File: config.mk
export PLATFORM = sky130hd
export DESIGN_NAME = di_ch_array
export DESIGN_NICKNAME = d
export VERILOG_FILES = /design/src/rtl/di_ch_array.sv
export SDC_FILE = /design/constraint.sdc
export NUM_CORES = 2
export LEC_CHECK = 0
export ABC_AREA = 1
export BUFFER_PORTS_ARGS = -buffer_cell sky130_fd_sc_hd__buf_4
export CAP_MARGIN = 20
export CORE_MARGIN = 3
export CORE_UTILIZATION = 25
export DETAILED_ROUTE_END_ITERATION = 8
export MAX_ROUTING_LAYER = met4
export PLACE_DENSITY = 0.41
export SLEW_MARGIN = 20
export SYNTH_ARGS = -nofsm -noshare
export SYNTH_HDL_FRONTEND = slang
export SYNTH_SLANG_ARGS = --single-unit
File: constraint.sdc
create_clock -name clk -period 5.3 [get_ports clk]
set_clock_uncertainty 0.05 [all_clocks]
set_input_delay 0 -clock clk [delete_from_list [all_inputs] [get_ports clk]]
set_output_delay 0 -clock clk [all_outputs]
set_load 0.01 [all_outputs]
File: src/rtl/di_ch_array.sv
// di_ch_array: parametrised digital-input channel array with debounce, edge counters and line test
module di_ch_array #(
    parameter int CH_NUM     = 32,
    parameter int CH_STRIDE  = 64,
    parameter int ADDR_W     = 12,
    parameter int TEST_INT   = 50000,
    parameter int TEST_PULSE = 200
) (
    input  logic                clk,
    input  logic                rst,
    input  logic                i_parwren,
    input  logic [ADDR_W-1:0]   im_paraddr,
    input  logic [7:0]          im_pardata,
    input  logic                i_rdren,
    input  logic [ADDR_W-1:0]   im_rdaddr,
    output logic [7:0]          om_rddata,
    input  logic [CH_NUM-1:0]   i_din,
    output logic [CH_NUM-1:0]   o_di_state,
    output logic [CH_NUM-1:0]   o_test_open,
    output logic [CH_NUM-1:0]   o_test_close,
    output logic [2*CH_NUM-1:0] led_ctrl
);
    localparam int OFF_W = $clog2(CH_STRIDE);
    localparam int CW    = (CH_NUM > 1) ? $clog2(CH_NUM) : 1;
    localparam int TW    = $clog2(((TEST_INT > TEST_PULSE) ? TEST_INT : TEST_PULSE) + 1);
    localparam logic [1:0] S_IDLE = 2'd0, S_OPEN = 2'd1, S_CLOSE = 2'd2, S_RECOV = 2'd3;
    localparam logic [OFF_W-1:0] O_CFG    = OFF_W'(5'h00);
    localparam logic [OFF_W-1:0] O_FILT   = OFF_W'(5'h01);
    localparam logic [OFF_W-1:0] O_STATUS = OFF_W'(5'h10);
    localparam logic [OFF_W-1:0] O_EDGES  = OFF_W'(5'h11);
    localparam logic [OFF_W-1:0] O_FCLR   = OFF_W'(5'h12);

    logic [2:0]        r_cfg   [CH_NUM];
    logic [7:0]        r_filt  [CH_NUM];
    logic [7:0]        r_cnt   [CH_NUM];
    logic [7:0]        r_edges [CH_NUM];
    logic [CH_NUM-1:0] r_sync1, r_sync2, r_filtered, r_stuck, r_open;
    logic [1:0]        r_state;
    logic [TW-1:0]     r_timer;
    logic [CW-1:0]     r_ptr, r_ch;
    logic [CH_NUM-1:0] w_s, w_test, w_flip, w_hit;
    logic [CW-1:0]     w_wi, w_ri, w_next;
    logic [OFF_W-1:0]  w_woff, w_roff;
    logic              w_wvalid, w_rvalid, w_found, w_last, w_abort, w_set_stuck, w_set_open;
    logic [7:0]        w_rd;
    int                w_j;

    assign w_wvalid     = i_parwren && (32'(im_paraddr >> OFF_W) < CH_NUM);
    assign w_wi         = CW'(im_paraddr >> OFF_W);
    assign w_woff       = im_paraddr[OFF_W-1:0];
    assign w_rvalid     = 32'(im_rdaddr >> OFF_W) < CH_NUM;
    assign w_ri         = CW'(im_rdaddr >> OFF_W);
    assign w_roff       = im_rdaddr[OFF_W-1:0];
    assign w_last       = r_timer == TW'(TEST_PULSE - 1);
    assign w_abort      = (r_state != S_IDLE) && w_wvalid && (w_wi == r_ch) && (w_woff == O_CFG) && !im_pardata[0];
    assign w_set_stuck  = (r_state == S_OPEN) && w_last && !w_abort && w_s[r_ch];
    assign w_set_open   = (r_state == S_CLOSE) && w_last && !w_abort && !w_s[r_ch];
    assign o_di_state   = r_filtered;
    assign o_test_open  = (r_state == S_OPEN) ? w_test : '0;
    assign o_test_close = (r_state == S_CLOSE) ? w_test : '0;
    assign w_rd = !w_rvalid ? 8'h00 :
                  (w_roff == O_CFG)    ? {5'd0, r_cfg[w_ri]} :
                  (w_roff == O_FILT)   ? r_filt[w_ri] :
                  (w_roff == O_STATUS) ? {3'd0, w_test[w_ri], r_open[w_ri], r_stuck[w_ri], w_s[w_ri], r_filtered[w_ri]} :
                  (w_roff == O_EDGES)  ? r_edges[w_ri] : 8'h00;

    // Per-channel sample after invert, test freeze, flip condition, write hit and LED code
    always_comb begin
        w_s      = '0;
        w_test   = '0;
        w_flip   = '0;
        w_hit    = '0;
        led_ctrl = '0;
        for (int i = 0; i < CH_NUM; i++) begin
            w_s[i]    = r_sync2[i] ^ r_cfg[i][1];
            w_test[i] = (r_state != S_IDLE) && (int'(r_ch) == i);
            w_hit[i]  = w_wvalid && (int'(w_wi) == i);
            w_flip[i] = r_cfg[i][0] && !w_test[i] && (w_s[i] != r_filtered[i]) && (r_cnt[i] >= r_filt[i]);
            led_ctrl[2*i +: 2] = !r_cfg[i][0] ? 2'b00 : (r_stuck[i] || r_open[i]) ? 2'b11 : r_filtered[i] ? 2'b10 : 2'b01;
        end
    end

    // Round-robin pick: first channel at or after r_ptr with enable and test_en set
    always_comb begin
        w_found = 1'b0;
        w_next  = r_ptr;
        w_j     = 0;
        for (int k = CH_NUM - 1; k >= 0; k--) begin
            w_j = int'(r_ptr) + k;
            if (w_j >= CH_NUM) w_j = w_j - CH_NUM;
            if (r_cfg[w_j][0] && r_cfg[w_j][2]) begin
                w_found = 1'b1;
                w_next  = CW'(w_j);
            end
        end
    end

    // Per-channel synchroniser, config, debounce, edge counter and sticky faults
    always_ff @(posedge clk) begin
        r_sync1 <= rst ? '0 : i_din;
        r_sync2 <= rst ? '0 : r_sync1;
        for (int i = 0; i < CH_NUM; i++) begin
            if (rst) begin
                r_cfg[i]      <= '0;
                r_filt[i]     <= '0;
                r_cnt[i]      <= '0;
                r_edges[i]    <= '0;
                r_filtered[i] <= 1'b0;
                r_stuck[i]    <= 1'b0;
                r_open[i]     <= 1'b0;
            end else begin
                if (w_hit[i] && w_woff == O_CFG) r_cfg[i] <= im_pardata[2:0];
                if (w_hit[i] && w_woff == O_FILT) r_filt[i] <= im_pardata;
                r_edges[i] <= (w_hit[i] && w_woff == O_EDGES) ? 8'd0 : r_edges[i] + {7'd0, w_flip[i]};
                r_stuck[i] <= (w_set_stuck && w_test[i]) || (r_stuck[i] && !(w_hit[i] && w_woff == O_FCLR && im_pardata[2]));
                r_open[i]  <= (w_set_open && w_test[i]) || (r_open[i] && !(w_hit[i] && w_woff == O_FCLR && im_pardata[3]));
                if (!r_cfg[i][0]) begin
                    r_filtered[i] <= 1'b0;
                    r_cnt[i]      <= 8'd0;
                end else if (!w_test[i]) begin
                    r_filtered[i] <= w_flip[i] ? w_s[i] : r_filtered[i];
                    r_cnt[i]      <= (w_flip[i] || w_s[i] == r_filtered[i]) ? 8'd0 : r_cnt[i] + 8'd1;
                end
            end
        end
    end

    // Line-test sequencer: interval wait, then OPEN/CLOSE/RECOV on one channel
    always_ff @(posedge clk) begin
        if (rst || w_abort) begin
            r_state <= S_IDLE;
            r_timer <= '0;
            if (rst) begin
                r_ptr <= '0;
                r_ch  <= '0;
            end
        end else if (r_state == S_IDLE) begin
            r_timer <= (r_timer == TW'(TEST_INT - 1)) ? '0 : r_timer + TW'(1);
            if (r_timer == TW'(TEST_INT - 1) && w_found) begin
                r_state <= S_OPEN;
                r_ch    <= w_next;
            end
        end else if (w_last) begin
            r_state <= r_state + 2'd1;
            r_timer <= '0;
            if (r_state == S_RECOV) r_ptr <= (r_ch == CW'(CH_NUM - 1)) ? '0 : r_ch + CW'(1);
        end else begin
            r_timer <= r_timer + TW'(1);
        end
    end

    // Registered read port: updates only on a read strobe
    always_ff @(posedge clk) begin
        om_rddata <= rst ? 8'h00 : i_rdren ? w_rd : om_rddata;
    end
endmodule

Word-level counts from Yosys, hierarchy flattened --
Memory sizes are Yosys's and may differ from the RTL's. Cells that the tools add are included.
Storage, ports and cells: memories kept 4, input port bits 68, register bits 196, RAM bits 864, word-level logic and storage cells 2340, output and inout bits 168
Memory list:
- r_cnt | words 32, width 8, rd ports 32, clocked after Yosys merged registers in 0, write ports 32, RTL line 35 | logic [7:0] r_cnt [CH_NUM];
- r_edges | words 32, width 8, rd ports 33, clocked after Yosys merged registers in 0, write ports 32, RTL line 36 | logic [7:0] r_edges [CH_NUM];
- r_filt | words 32, width 8, rd ports 33, clocked after Yosys merged registers in 0, write ports 32, RTL line 34 | logic [7:0] r_filt [CH_NUM];
- r_cfg | words 32, width 3, rd ports 65, clocked after Yosys merged registers in 0, write ports 32, RTL line 33 | logic [2:0] r_cfg [CH_NUM];
Cells by class: muxes and demuxes 869, bitwise operators 256, add/sub/neg operators 130, equal/unequal tests 142, magnitude comparators 68, reductions and logical operators 830
Operators by type and width (number):
- 2-to-1 mux 8 bit | 197
- logical AND 1 bit | 524
- 2-to-1 mux 1 bit | 457
- 2-to-1 mux 5 bit | 73
- adder 8 x 1 -> 8 bit | 32
- adder 8 x 1 -> 8 bit, second input constant | 32
- >= comparator 8 bit | 32
- 2-to-1 mux 2 bit | 99
- >= comparator 6 bit, second input constant | 31
- equality test 5 bit, second input constant | 33
- bitwise OR 1 bit | 160
- subtractor 5 x 1 -> 5 bit, second input constant | 32
- logical OR 1 bit | 129
- zero test 1 bit | 99
- adder 5 x 5 -> 6 bit, second input constant | 16
- 2-to-1 mux 3 bit | 32
- equality test 5 x 4 -> 1 bit, second input constant | 16
- AND reduction 2 bit | 33
- 2-to-1 mux 32 bit | 2
- NOT 1 bit | 64
- OR reduction 2 bit | 32
- adder 5 x 4 -> 6 bit, second input constant | 8
- 2-to-1 mux 16 bit | 3
- equality test 5 x 3 -> 1 bit, second input constant | 8
- other kinds (30) | 151

Longest topological paths before layout --
An unclocked memory read counts as a cell.
word-level depth 41, gate-level depth with buffers 53, depth with buffers taken out 50

Worst setup path before layout --
OpenSTA, ideal clock, no wires.
path type reg2reg, start reg r_ptr[1], end reg r_ch[3] (data pin), library setup time 0.269 ns, slack 0.729 ns, period minus slack after synthesis 4.571 ns, arrival 4.252 ns, path buffers 5, data required time 4.981 ns, cell stages (with the launch flop) 49, path through edfxtp_1 > buf_2 > inv_2 > buf_2 > clkbuf_1 > ha_1 > clkbuf_1 > clkbuf_1 > nand3_1 > o21ai_1 > nor2_1 > a31oi_1 > nand3_1 > nand2_2 > inv_2 > o21ai_1 > inv_2 > nand2_1 > [... 13 more ...] > nand2_1 > nand2_1 > nand2_1 > nand2_1 > nand2_1 > nand2_1 > nand2_1 > nand2_1 > nand2_1 > nand2_1 > nand2_1 > nand2_1 > nand2_1 > nand2_1 > nand2_1 > nand2_1 > nand2_1 > a21oi_2
Between the ends: longest elaborated chain between the ends 40, elaborated cells on any way between the ends 195, classes of those cells 63 x add/sub; 32 x order compare; 67 x mux; 32 x reduce/logical; 1 x memory
RTL lines:
- start: declaration | RTL line 40 | logic [CW-1:0] r_ptr, r_ch;
- start signal: assignment | RTL line 146 | if (r_state == S_RECOV) r_ptr <= (r_ch == CW'(CH_NUM - 1)) ? '0 : r_ch + CW'(1);
- adder 5 x 5 -> 6 bit | RTL line 89 | w_j = int'(r_ptr) + k;
- subtractor 5 x 1 -> 5 bit or >= comparator 6 bit (tied branches) | RTL line 90 | if (w_j >= CH_NUM) w_j = w_j - CH_NUM;
- 2-to-1 mux 5 bit | RTL line 90
- memory read (32 x 3 bit)
- logical AND 1 bit | RTL line 91 | if (r_cfg[w_j][0] && r_cfg[w_j][2]) begin
- 2-to-1 mux 5 bit (31 in a row) | RTL line 91
- 2-to-1 mux 5 bit * | RTL line 91
- 2-to-1 mux 5 bit * | RTL line 139 | if (r_timer == TW'(TEST_INT - 1) && w_found) begin
- 2-to-1 mux 5 bit * | RTL line 137 | end else if (r_state == S_IDLE) begin
- 2-to-1 mux 5 bit * | RTL line 130 | if (rst || w_abort) begin
- end signal: assignment | RTL line 141 | r_ch <= w_next;
- end: declaration | RTL line 40
Mark *: on every way between the ends. The rest lies on a longest branch, timed or not. The select of a mux whose other input is x is not followed. A chain may end at the register's enable or synchronous reset.

Worst setup path in the final report --
start reg r_ch[0], end reg om_rddata[4]
Between the ends: longest elaborated chain between the ends 8, elaborated cells on any way between the ends 70, classes of those cells 31 x eq/ne; 6 x mux; 33 x reduce/logical
RTL lines:
- equality test 5 x 2 -> 1 bit (tied with other cells) | RTL line 76 | w_test[i] = (r_state != S_IDLE) && (int'(r_ch) == i);
- logical AND 1 bit | RTL line 76
- binary-select mux 1 bit (select 5 bit) * | RTL line 64 | (w_roff == O_STATUS) ? {3'd0, w_test[w_ri], r_open[w_ri], r_stuck[w_ri], w_s[w_ri], r_filtered[w_ri]} :
- 2-to-1 mux 1 bit (not written as such) * | RTL line 64
- 2-to-1 mux 8 bit * | RTL line 64
- 2-to-1 mux 8 bit * | RTL line 63 | (w_roff == O_FILT) ? r_filt[w_ri] :
- 2-to-1 mux 8 bit * | RTL line 62 | (w_roff == O_CFG) ? {5'd0, r_cfg[w_ri]} :
- 2-to-1 mux 8 bit * | RTL line 61 | assign w_rd = !w_rvalid ? 8'h00 :
- end signal: assignment | RTL line 154 | om_rddata <= rst ? 8'h00 : i_rdren ? w_rd : om_rddata;
- end: declaration | RTL line 16 | output logic [7:0] om_rddata,
Marked as above.

==> flow_summary.ini <==
[timing]
fmax_mhz = 197
fin_hold_ws_ps = 139
setup_tns_ps = 0
timing.final.hold_violations = 0
period_needed_ps = 5060
finalSetupViolCount = 0
slew-limit-headroom_pct = 16.7
worstMarginPinSlew_ps = 1240
rsz0062_at_grt = no
period_share_pct = 95.6
drv_slew = 0

[placement]
hpwl_um = 218000
gp_congestion = 0.972
dpl_cell_area_sq_um = 70900
port_buffers = 235

[detailed_routing]
drt-initial-drc-count = 5859
drc = 0
via_per_inst = 4.94
vias = 60600
ant_nets = 0
routed_wl_um = 288000
dr.pass1.iters = 7
wl_per_cell_um = 23.5

[run]
cap_violations = 0

[global_route]
grtUsageTotal_pct = 21.7
grt_pass1_vias = 57400
grt_overflow_total = 0
grt_pass1_wl_um = 411000
grt_max_degree = 164
antenna_found_initial = 11

[yosys]
ys_warn_count = 0
ys_async_sr_fraction_pct = 0
synth.area.top_cells = edfxtp_1 (29%), dfxtp_1 (14%), nor2_1 (8.5%), nand2_1 (7.3%), ha_1 (7.3%)
synthFlopType = edfxtp_1
synth_seq_cells = 1065
avgSynthCellArea_sq_um = 7.66
synth_edf_count = 618
netlist.area_leader.share_pct = 28.6
synth_fp_nets = 8912
yosys.area.top_type = edfxtp_1
ys_seq_area_share_pct = 42.4
synth_cell_types = 62
syn-cell-area_sq_um = 64900
synth_cells = 8468

[floorplan]
core_area_sq_um = 258000
die_h_um = 515
io_pins = 236
dieArea_sq_um = 266000
die_w_um = 515
rows = 186
start_util_pct = 25.2

[cts]
cts_made_buffers = 142
cts_sinks = 1065
cts.htree.levels = 4
clk_pin_slew_ps = 60
clock_path_buffers = 3
cts_setup_buffers = 0
cts_tree = done
clk_latency_ps = 830
cts_root_buf = clkbuf_16

[setup_path]
worst_r2r_startpoint = r_ch[0]
timing.rr.end = om_rddata[4]
path_class = reg2reg
cp_data_required_time_ps = 5990
endpoint_kind = register
rrSetupSlack_ps = 240
cp-start-kind = register
arrival_ps = 5760
path_max_fanout = 10
r2r_cells = 16

[layout]
final_layout_size_suffix_gt1_share_pct = 8.10
syn2layout_area_growth_pct = 18.2
nets = 9184
finalInstanceArea_sq_um = 76700
nFillCells = 27600

[pwr]
ir_worst_vdd_uv = 350
power_density_nw_per_um2 = 351
power.leakage_nw = 31.6

[min_path]
hold_end = om_rddata[1]
hold_path_depth = 9
min_from = im_rdaddr[2]
hold_class = in2reg

[status]
status = finished clean
## critical path, cell delays in order (launching register included)
cell and delay [ps]:
edfxtp_1 790, ha_1 280, inv_1 110, nor2_1 200, ha_1 200, inv_1 60
nor2_1 680, inv_1 310, nor2_1 170, o221ai_1 140, o211ai_1 300, nand3_1 180
nand3_1 230, a21oi_1 130, a311o_1 410, a21oi_1 160, dlygate4sd3_1 560
## state kept, by name, summed over array words and instances, names as in the netlist, named ones only
register    count
r_filt        256
r_cfg          96
r_cnt         256
r_stuck        32
r_sync1        32
o_di_state     32
r_ch            5
r_sync2        32
r_state         2
r_open         32
r_edges       256
om_rddata       8
r_timer        16
r_ptr           5
## cell families (layout without fill, tap and decap cells)
logic type | count (synthesis) | count (layout) | share of synthesized area [%]
compound gates | 1575 | 1575 | 13.8
xor+xnor | 278 | 278 | 3.80
other cells | 0 | 11 | 0
simple gates | 3755 | 3755 | 24.4
flops | 1065 | 1065 | 42.4
fa+ha+maj | 376 | 376 | 7.25
buf+inv | 1419 | 1811 | 8.34
## metal layers
metal / up-vias / share of wire, % / GRT usage [%]
li1: 28900 / - / -
met1: 29300 / 44 / 28.2
met2: 2031 / 45 / 34.2
met3: 406 / 5.7 / 2.81
met4: 0 / 4.5 / 8.60
met5: - / 0 / -
## worst max path at each step
stage                        start            to  slack, ps
after detailed placement  r_ptr[2]       r_ch[4]        450
after floorplan           r_ptr[1]       r_ch[3]        730
final                      r_ch[0]  om_rddata[4]        240
after global placement    r_ptr[0]       r_ch[3]        330
after global routing      r_ptr[0]       r_ch[4]          2
after CTS                  r_ch[0]  om_rddata[4]        320
## power by group
group / switching (mW) / total, mW / leakage [nW] / internal [mW]
Sequential: 0.309 / 9.25 / 10.2 / 8.95
Combinational: 5.48 / 7.72 / 19.1 / 2.24
Clock: 4.10 / 9.92 / 2.35 / 5.82
## layout make-up
cell class / instances / area (sq um) / area share (%)
flip-flops and latches: 1065 / 27500 / 35.9
multi-input cells: 5984 / 32100 / 41.8
clock inverters: 47 / 443 / 0.577
inverters: 1065 / 4030 / 5.25
repair buffers: 482 / 4070 / 5.30
well taps: 3384 / 4230 / 5.52
clock buffers: 217 / 4330 / 5.64
diodes: 11 / 27.5 / 0.0359
## synthesized netlist by cell type (76+ instances only)
cell	count
a21oi_1	511
nor2_1	1466
inv_1	1041
dfxtp_1	447
o21ai_0	608
nand3_1	680
clkbuf_1	281
nor3b_1	99
o21a_1	76
edfxtp_1	618
nor3_1	100
ha_1	376
xor2_1	209
nand2_1	1264
## placed cells by master (no fill, tap or decap), types with 209 or more instances in the layout
cell type	n
nand3_1	680
nand2_1	1264
buf_4	363
inv_1	1031
dfxtp_1	446
xor2_1	209
ha_1	376
edfxtp_1	618
nor2_1	1465
a21oi_1	511
o21ai_0	607
## what timing repair did
action                     CTS  global route
setup endpoints to repair    0             2
hold endpoints to repair   392             0
hold buffers                97             0
gates resized for setup      0             6
## stage by stage
| stage | worst slack, ps | utilization [%] | std cells | total power [mW] |
|---|---|---|---|---|
| 6_report | 236 | 29.8 | 12300 | 26.9 |
| 2_1_floorplan | 729 | - | 8468 | 14.0 |
| 3_5_place_dp | 454 | 27.5 | 11900 | 16.9 |
| 3_3_place_gp | 328 | 27.5 | 11900 | 17.0 |
| 5_1_grt | 1.72 | 29.8 | 12300 | 28.2 |
| 4_1_cts | 325 | 29.7 | 12200 | 27.0 |
Power figures use the tool's default switching activity.
